===== config.mk =====
export PLATFORM = sky130hd
export DESIGN_NAME = switch_led_bank_flat
export DESIGN_NICKNAME = d
export VERILOG_FILES = /design/src/rtl/switch_led_bank_if.sv /design/src/rtl/switch_led_bank.sv /design/src/flat_wrapper.sv
export SDC_FILE = /design/constraint.sdc
export NUM_CORES = 1
export LEC_CHECK = 0
export ABC_AREA = 1
export CAP_MARGIN = 15
export CORE_MARGIN = 8
export CORE_UTILIZATION = 55
export CTS_BUF_LIST = sky130_fd_sc_hd__clkbuf_8
export DETAILED_ROUTE_END_ITERATION = 12
export PLACE_DENSITY = 0.82
export SLEW_MARGIN = 0
export SYNTH_ARGS = -nofsm -noshare
export SYNTH_HDL_FRONTEND = slang
export SYNTH_SLANG_ARGS = --single-unit

===== constraint.sdc =====
create_clock -name i_Clk -period 2 [get_ports i_Clk]
set_input_delay 0.3 -clock i_Clk [delete_from_list [all_inputs] [get_ports i_Clk]]
set_output_delay 0.3 -clock i_Clk [all_outputs]
set_load 0.1 [all_outputs]

===== src/rtl/switch_led_bank_if.sv =====
// rtl/switch_led_bank_if.sv - switch/mode inputs and LED/event/stable outputs of switch_led_bank
interface switch_led_bank_if #(
  parameter int NUM_CH = 4
);
  logic [NUM_CH-1:0] i_Switch;
  logic [1:0]        i_Mode;
  logic              i_Clear;
  logic [NUM_CH-1:0] o_Led;
  logic [NUM_CH-1:0] o_Event;
  logic [NUM_CH-1:0] o_Stable;

  modport master (
    output i_Switch, i_Mode, i_Clear,
    input  o_Led, o_Event, o_Stable
  );

  modport slave (
    input  i_Switch, i_Mode, i_Clear,
    output o_Led, o_Event, o_Stable
  );
endinterface


===== src/rtl/switch_led_bank.sv =====
// rtl/switch_led_bank.sv - per-channel switch synchroniser, debouncer and mode-driven LED control
module switch_led_bank #(
  parameter int NUM_CH          = 4,
  parameter int SYNC_STAGES     = 2,
  parameter int DEBOUNCE_CYCLES = 250000
) (
  input logic              i_Clk,
  input logic              i_Rst_L,
  switch_led_bank_if.slave sw
);
  localparam int              CNT_W    = $clog2(DEBOUNCE_CYCLES + 1);
  localparam logic [CNT_W-1:0] CNT_LAST = CNT_W'(DEBOUNCE_CYCLES - 1);

  typedef enum logic [1:0] {
    MODE_RELEASE = 2'd0,
    MODE_PRESS   = 2'd1,
    MODE_FOLLOW  = 2'd2,
    MODE_OFF     = 2'd3
  } mode_e;

  logic [SYNC_STAGES-1:0] sync_q [NUM_CH];
  logic [CNT_W-1:0]       cnt_q  [NUM_CH];
  logic [NUM_CH-1:0]      stable_q;
  logic [NUM_CH-1:0]      led_q;
  logic [NUM_CH-1:0]      event_q;

  logic [NUM_CH-1:0] s;
  logic [NUM_CH-1:0] update;
  logic [NUM_CH-1:0] stable_d;
  logic [NUM_CH-1:0] rise;
  logic [NUM_CH-1:0] fall;

  // update fires on the last cycle of an unbroken run of s differing from stable
  always_comb begin
    s      = '0;
    update = '0;
    for (int n = 0; n < NUM_CH; n++) begin
      s[n]      = sync_q[n][SYNC_STAGES-1];
      update[n] = (s[n] != stable_q[n]) && (cnt_q[n] == CNT_LAST);
    end
    stable_d = (stable_q & ~update) | (s & update);
    rise     = update & s;
    fall     = update & ~s;
  end

  always_ff @(posedge i_Clk) begin
    if (!i_Rst_L) begin
      for (int n = 0; n < NUM_CH; n++) begin
        sync_q[n] <= '0;
        cnt_q[n]  <= '0;
      end
      stable_q <= '0;
      led_q    <= '0;
      event_q  <= '0;
    end else begin
      for (int n = 0; n < NUM_CH; n++) begin
        sync_q[n] <= {sync_q[n][SYNC_STAGES-2:0], sw.i_Switch[n]};
        if ((s[n] == stable_q[n]) || update[n]) begin
          cnt_q[n] <= '0;
        end else begin
          cnt_q[n] <= cnt_q[n] + CNT_W'(1);
        end
      end
      stable_q <= stable_d;
      // clear beats a same-cycle toggle but never masks the event pulse
      case (mode_e'(sw.i_Mode))
        MODE_RELEASE: begin
          event_q <= fall;
          led_q   <= sw.i_Clear ? '0 : (led_q ^ fall);
        end
        MODE_PRESS: begin
          event_q <= rise;
          led_q   <= sw.i_Clear ? '0 : (led_q ^ rise);
        end
        MODE_FOLLOW: begin
          event_q <= rise | fall;
          led_q   <= stable_d;
        end
        default: begin
          event_q <= '0;
          led_q   <= '0;
        end
      endcase
    end
  end

  assign sw.o_Led    = led_q;
  assign sw.o_Event  = event_q;
  assign sw.o_Stable = stable_q;
endmodule

===== src/flat_wrapper.sv =====
// flat-port wrapper written by rule: the top's interface ports become plain ports
module switch_led_bank_flat 
#(
  parameter int NUM_CH          = 4,
  parameter int SYNC_STAGES     = 2,
  parameter int DEBOUNCE_CYCLES = 250000
)
  (i_Clk, i_Rst_L, sw_i_Switch, sw_i_Mode, sw_i_Clear, sw_o_Led, sw_o_Event, sw_o_Stable);
  switch_led_bank_if #(.NUM_CH(NUM_CH)) sw_i ();
  input logic i_Clk;
  input logic i_Rst_L;
  input wire logic [$bits(sw_i.i_Switch)-1:0] sw_i_Switch;
  input wire logic [$bits(sw_i.i_Mode)-1:0] sw_i_Mode;
  input wire logic [$bits(sw_i.i_Clear)-1:0] sw_i_Clear;
  output wire logic [$bits(sw_i.o_Led)-1:0] sw_o_Led;
  output wire logic [$bits(sw_i.o_Event)-1:0] sw_o_Event;
  output wire logic [$bits(sw_i.o_Stable)-1:0] sw_o_Stable;
  assign sw_i.i_Switch = sw_i_Switch;
  assign sw_i.i_Mode = sw_i_Mode;
  assign sw_i.i_Clear = sw_i_Clear;
  assign sw_o_Led = sw_i.o_Led;
  assign sw_o_Event = sw_i.o_Event;
  assign sw_o_Stable = sw_i.o_Stable;
  switch_led_bank #(.NUM_CH(NUM_CH), .SYNC_STAGES(SYNC_STAGES), .DEBOUNCE_CYCLES(DEBOUNCE_CYCLES)) u_core (.i_Clk(i_Clk), .i_Rst_L(i_Rst_L), .sw(sw_i));
endmodule

==> run_results.csv <==
group,metric,value,unit
cts,clk_path_buf_depth,2,
critical_path,crit_path_start,"u_core.cnt_q[0][54]",
sta,skew,0.0130,ns
die,start_util,56.9,%
die,die-area,13000,sq um
die,pin_count,21,
detailed_routing,drt_iter0_markers,302,
synth,synth_common_cells,"134 x nand2_1, 102 x inv_1, 93 x nor2_1",
cts,cts_buffers,9,
detailed_routing,avgRoutedWirePerCell,11.7,um
hold_path,hold_path_class,"reg2reg",
die,fp.coreArea,9280,sq um
global_route,grt_pass1_vias,4192,
cts,clk_latency,0.36,ns
sta,finalCriticalPeriod,1.87,ns
die,chipWidth,114,um
detailed_routing,dr.pass1.iters,5,
placed_design,hpwl,7.84,mm
critical_path,crit_path_max_incr_delay,0.44,ns
sta,hold_violations,0,
critical_path,cp_data_arrival_time,2.06,ns
synth,yosysSeqAreaShare,48.5,%
final_layout,n_antenna_cell,0,
critical_path,end_kind,"flop",
global_route,globalRouteOverflowTotal,0,
critical_path,ff2ff_path_depth,9,
pwr,leakage,0.00276,uW
die,die_y,114,um
cts,cts_tree,"yes",
synth,netlist_instances,661,
cts,postCtsHoldBufs,0,
detailed_routing,ant_nets,0,
synth,synth-edff-count,72,
synth,synth_area,5280,sq um
synth,async_flop_share,0,%
sta,hold_ws,0.422,ns
final_layout,layout.nets,784,
synth,synth.distinct_cells,35,
sta,relSlewSlack,64.4,%
sta,period_share,93.6,%
global_route,grt_pass1_wl,17.8,mm
cts,clock_sinks,92,
sta,fmax,534,MHz
run_status,outcome,"finished, final reports clean",
global_route,grt_max_degree,16,
critical_path,cp-start-kind,"flop",
detailed_routing,drc,0,
synth,ys_seq_elements,92,
critical_path,worstSetupPathDepth,9,
pwr,power_density,605,nW/um^2
sta,finalSetupViolCount,0,
sta,drv_slew,0,
global_route,track_usage,16.7,%
critical_path,criticalPathCategory,"reg2reg",
critical_path,cpMaxStageDelayCell,"edfxtp_1",
sta,tightestPinTransition,0.521,ns
cts,h-tree-depth,3,
synth,ys_top_cells_by_area,"edfxtp_1 41%, nand2_1 9.5%, dfxtp_1 7.6%",
placed_design,portBuffers,20,
synth,yosys_warnings,0,
critical_path,cp_num_buf_inv,3,
critical_path,cp_max_fo,8,
synth,yosysMostFrequentCell,"nand2_1",
synth,synth_top_area_cell,"edfxtp_1",
run,maxCapViolCount,0,
detailed_routing,post_drt_via_cell_ratio,4.94,
detailed_routing,vias,4466,
critical_path,r2r_start,"u_core.cnt_q[0][54]",
hold_path,hold_depth,2,
synth,ys.flop_type,"edfxtp_1",
final_layout,layout-drive-gt1-share,11.5,%
critical_path,crit_top_cell,"inv_1",
synth,synth_top_area_share,41.0,%
hold_path,hp-start,"u_core.sync_q[0][2]",
synth,avgSynthCellArea,7.99,sq um
pwr,ir_worst_vdd,0.465,mV
final_layout,n_fill_cell,786,
critical_path,cp_top_family,"simple AND/OR/NAND/NOR gates",
placed_design,gp_congestion,0.878,
cts,root_buffer,"clkbuf_8",
critical_path,required,2.19,ns
detailed_routing,totalWireLength,10.6,mm
pwr,fin_total_pwr,3750,uW
cts,clk_pin_slew,0.08,ns
global_route,antenna_found_initial,0,
final_layout,syn_to_final_growth,17.6,%
die,num_rows,35,
critical_path,crit_chain,"ha_1, nand3_2, inv_1, nand3_1, inv_1, nand2_1, nand2_2, buf_4, a21oi_1",
==> power by group <==
group	leakage (uW)	internal [uW]	switching, uW
Clock	0.000110	691	634
Sequential	0.000906	2130	66.8
Combinational	0.00174	79.2	154
Total	0.00276	2900	855
==> sequential cells by signal (all words and copies together), names as in the netlist <==
signal	cells
u_core.sync_q	8
u_core.sw.o_Event	4
u_core.sw.o_Stable	4
u_core.cnt_q	72
u_core.sw.o_Led	4
==> metrics by stage <==
step           TNS (ns)  setup WS, ns  area [sq um]  utilization (%)  std cells
3_5_place_dp    -0.0907       -0.0907          5940             64.0        888
4_1_cts               0        0.0755          6150             66.2        903
5_1_grt         -0.0922       -0.0281          6210             66.9        904
3_3_place_gp   -0.00822      -0.00822          5940             64.0        888
2_1_floorplan         0        0.0804          5550                -        732
6_report              0         0.128          6210             66.9        904
==> final timing paths <==
check / to / slack, ns
hold / removal: u_core.sync_q[0][3] / 0.42
hold reg to reg: u_core.sync_q[0][3] / 0.42
setup / recovery: u_core.cnt_q[0][62] / 0.13
setup reg to reg: u_core.cnt_q[0][62] / 0.13
==> cell usage in the layout, fill, tap and decap left out, types with 19 or more instances in the layout <==
| cell | count |
|---|---|
| dfxtp_1 | 19 |
| buf_4 | 26 |
| nand2_1 | 131 |
| o21ai_0 | 20 |
| nand3_1 | 54 |
| inv_1 | 103 |
| nor3_1 | 20 |
| edfxtp_1 | 72 |
| a21oi_1 | 37 |
| conb_1 | 72 |
| nor2_1 | 92 |
==> worst register-to-register path, stage by stage, from the launching register on <==
cell and delay (ns):
edfxtp_1 0.44, ha_1 0.27, nand3_2 0.14, inv_1 0.09, nand3_1 0.12, inv_1 0.05
nand2_1 0.12, nand2_2 0.11, buf_4 0.19, a21oi_1 0.17
==> kinds of logic (layout without fill, tap and decap cells) <==
| family | count (synthesis) | count (layout) | synth area share (%) |
|---|---|---|---|
| other cells | 1 | 72 | 0.0710 |
| buf+inv | 115 | 158 | 8.41 |
| fa+ha+maj | 4 | 4 | 0.948 |
| flops | 92 | 92 | 48.5 |
| compound gates | 68 | 68 | 7.18 |
| simple gates | 363 | 363 | 31.9 |
| xor+xnor | 18 | 18 | 2.99 |
==> cell type report <==
type	instances	area (sq um)	share of cell area, %
tap	129	161	2.60
multi-input combinational	525	2590	41.7
clock inverter	6	82.6	1.33
clock buffer	9	124	2.00
sequential	92	2560	41.3
inverter	109	412	6.63
timing repair buffer	34	275	4.43
==> per-layer routing <==
metal  track usage (%)  vias to the layer above  wire (um)
li1                  -                     2326          -
met1              20.4                     2035       4860
met2              28.4                       91       5030
met5                 0                        -          0
met4              5.94                        0        162
met3              3.65                       14        502
==> what timing repair did <==
| action | in CTS | in global routing |
|---|---|---|
| setup buffers | 0 | 1 |
| endpoints found under the setup margin | 0 | 25 |
| gates resized for setup | 0 | 12 |
| endpoints found under the hold margin | 0 | 0 |
Power figures use the tool's default switching activity.
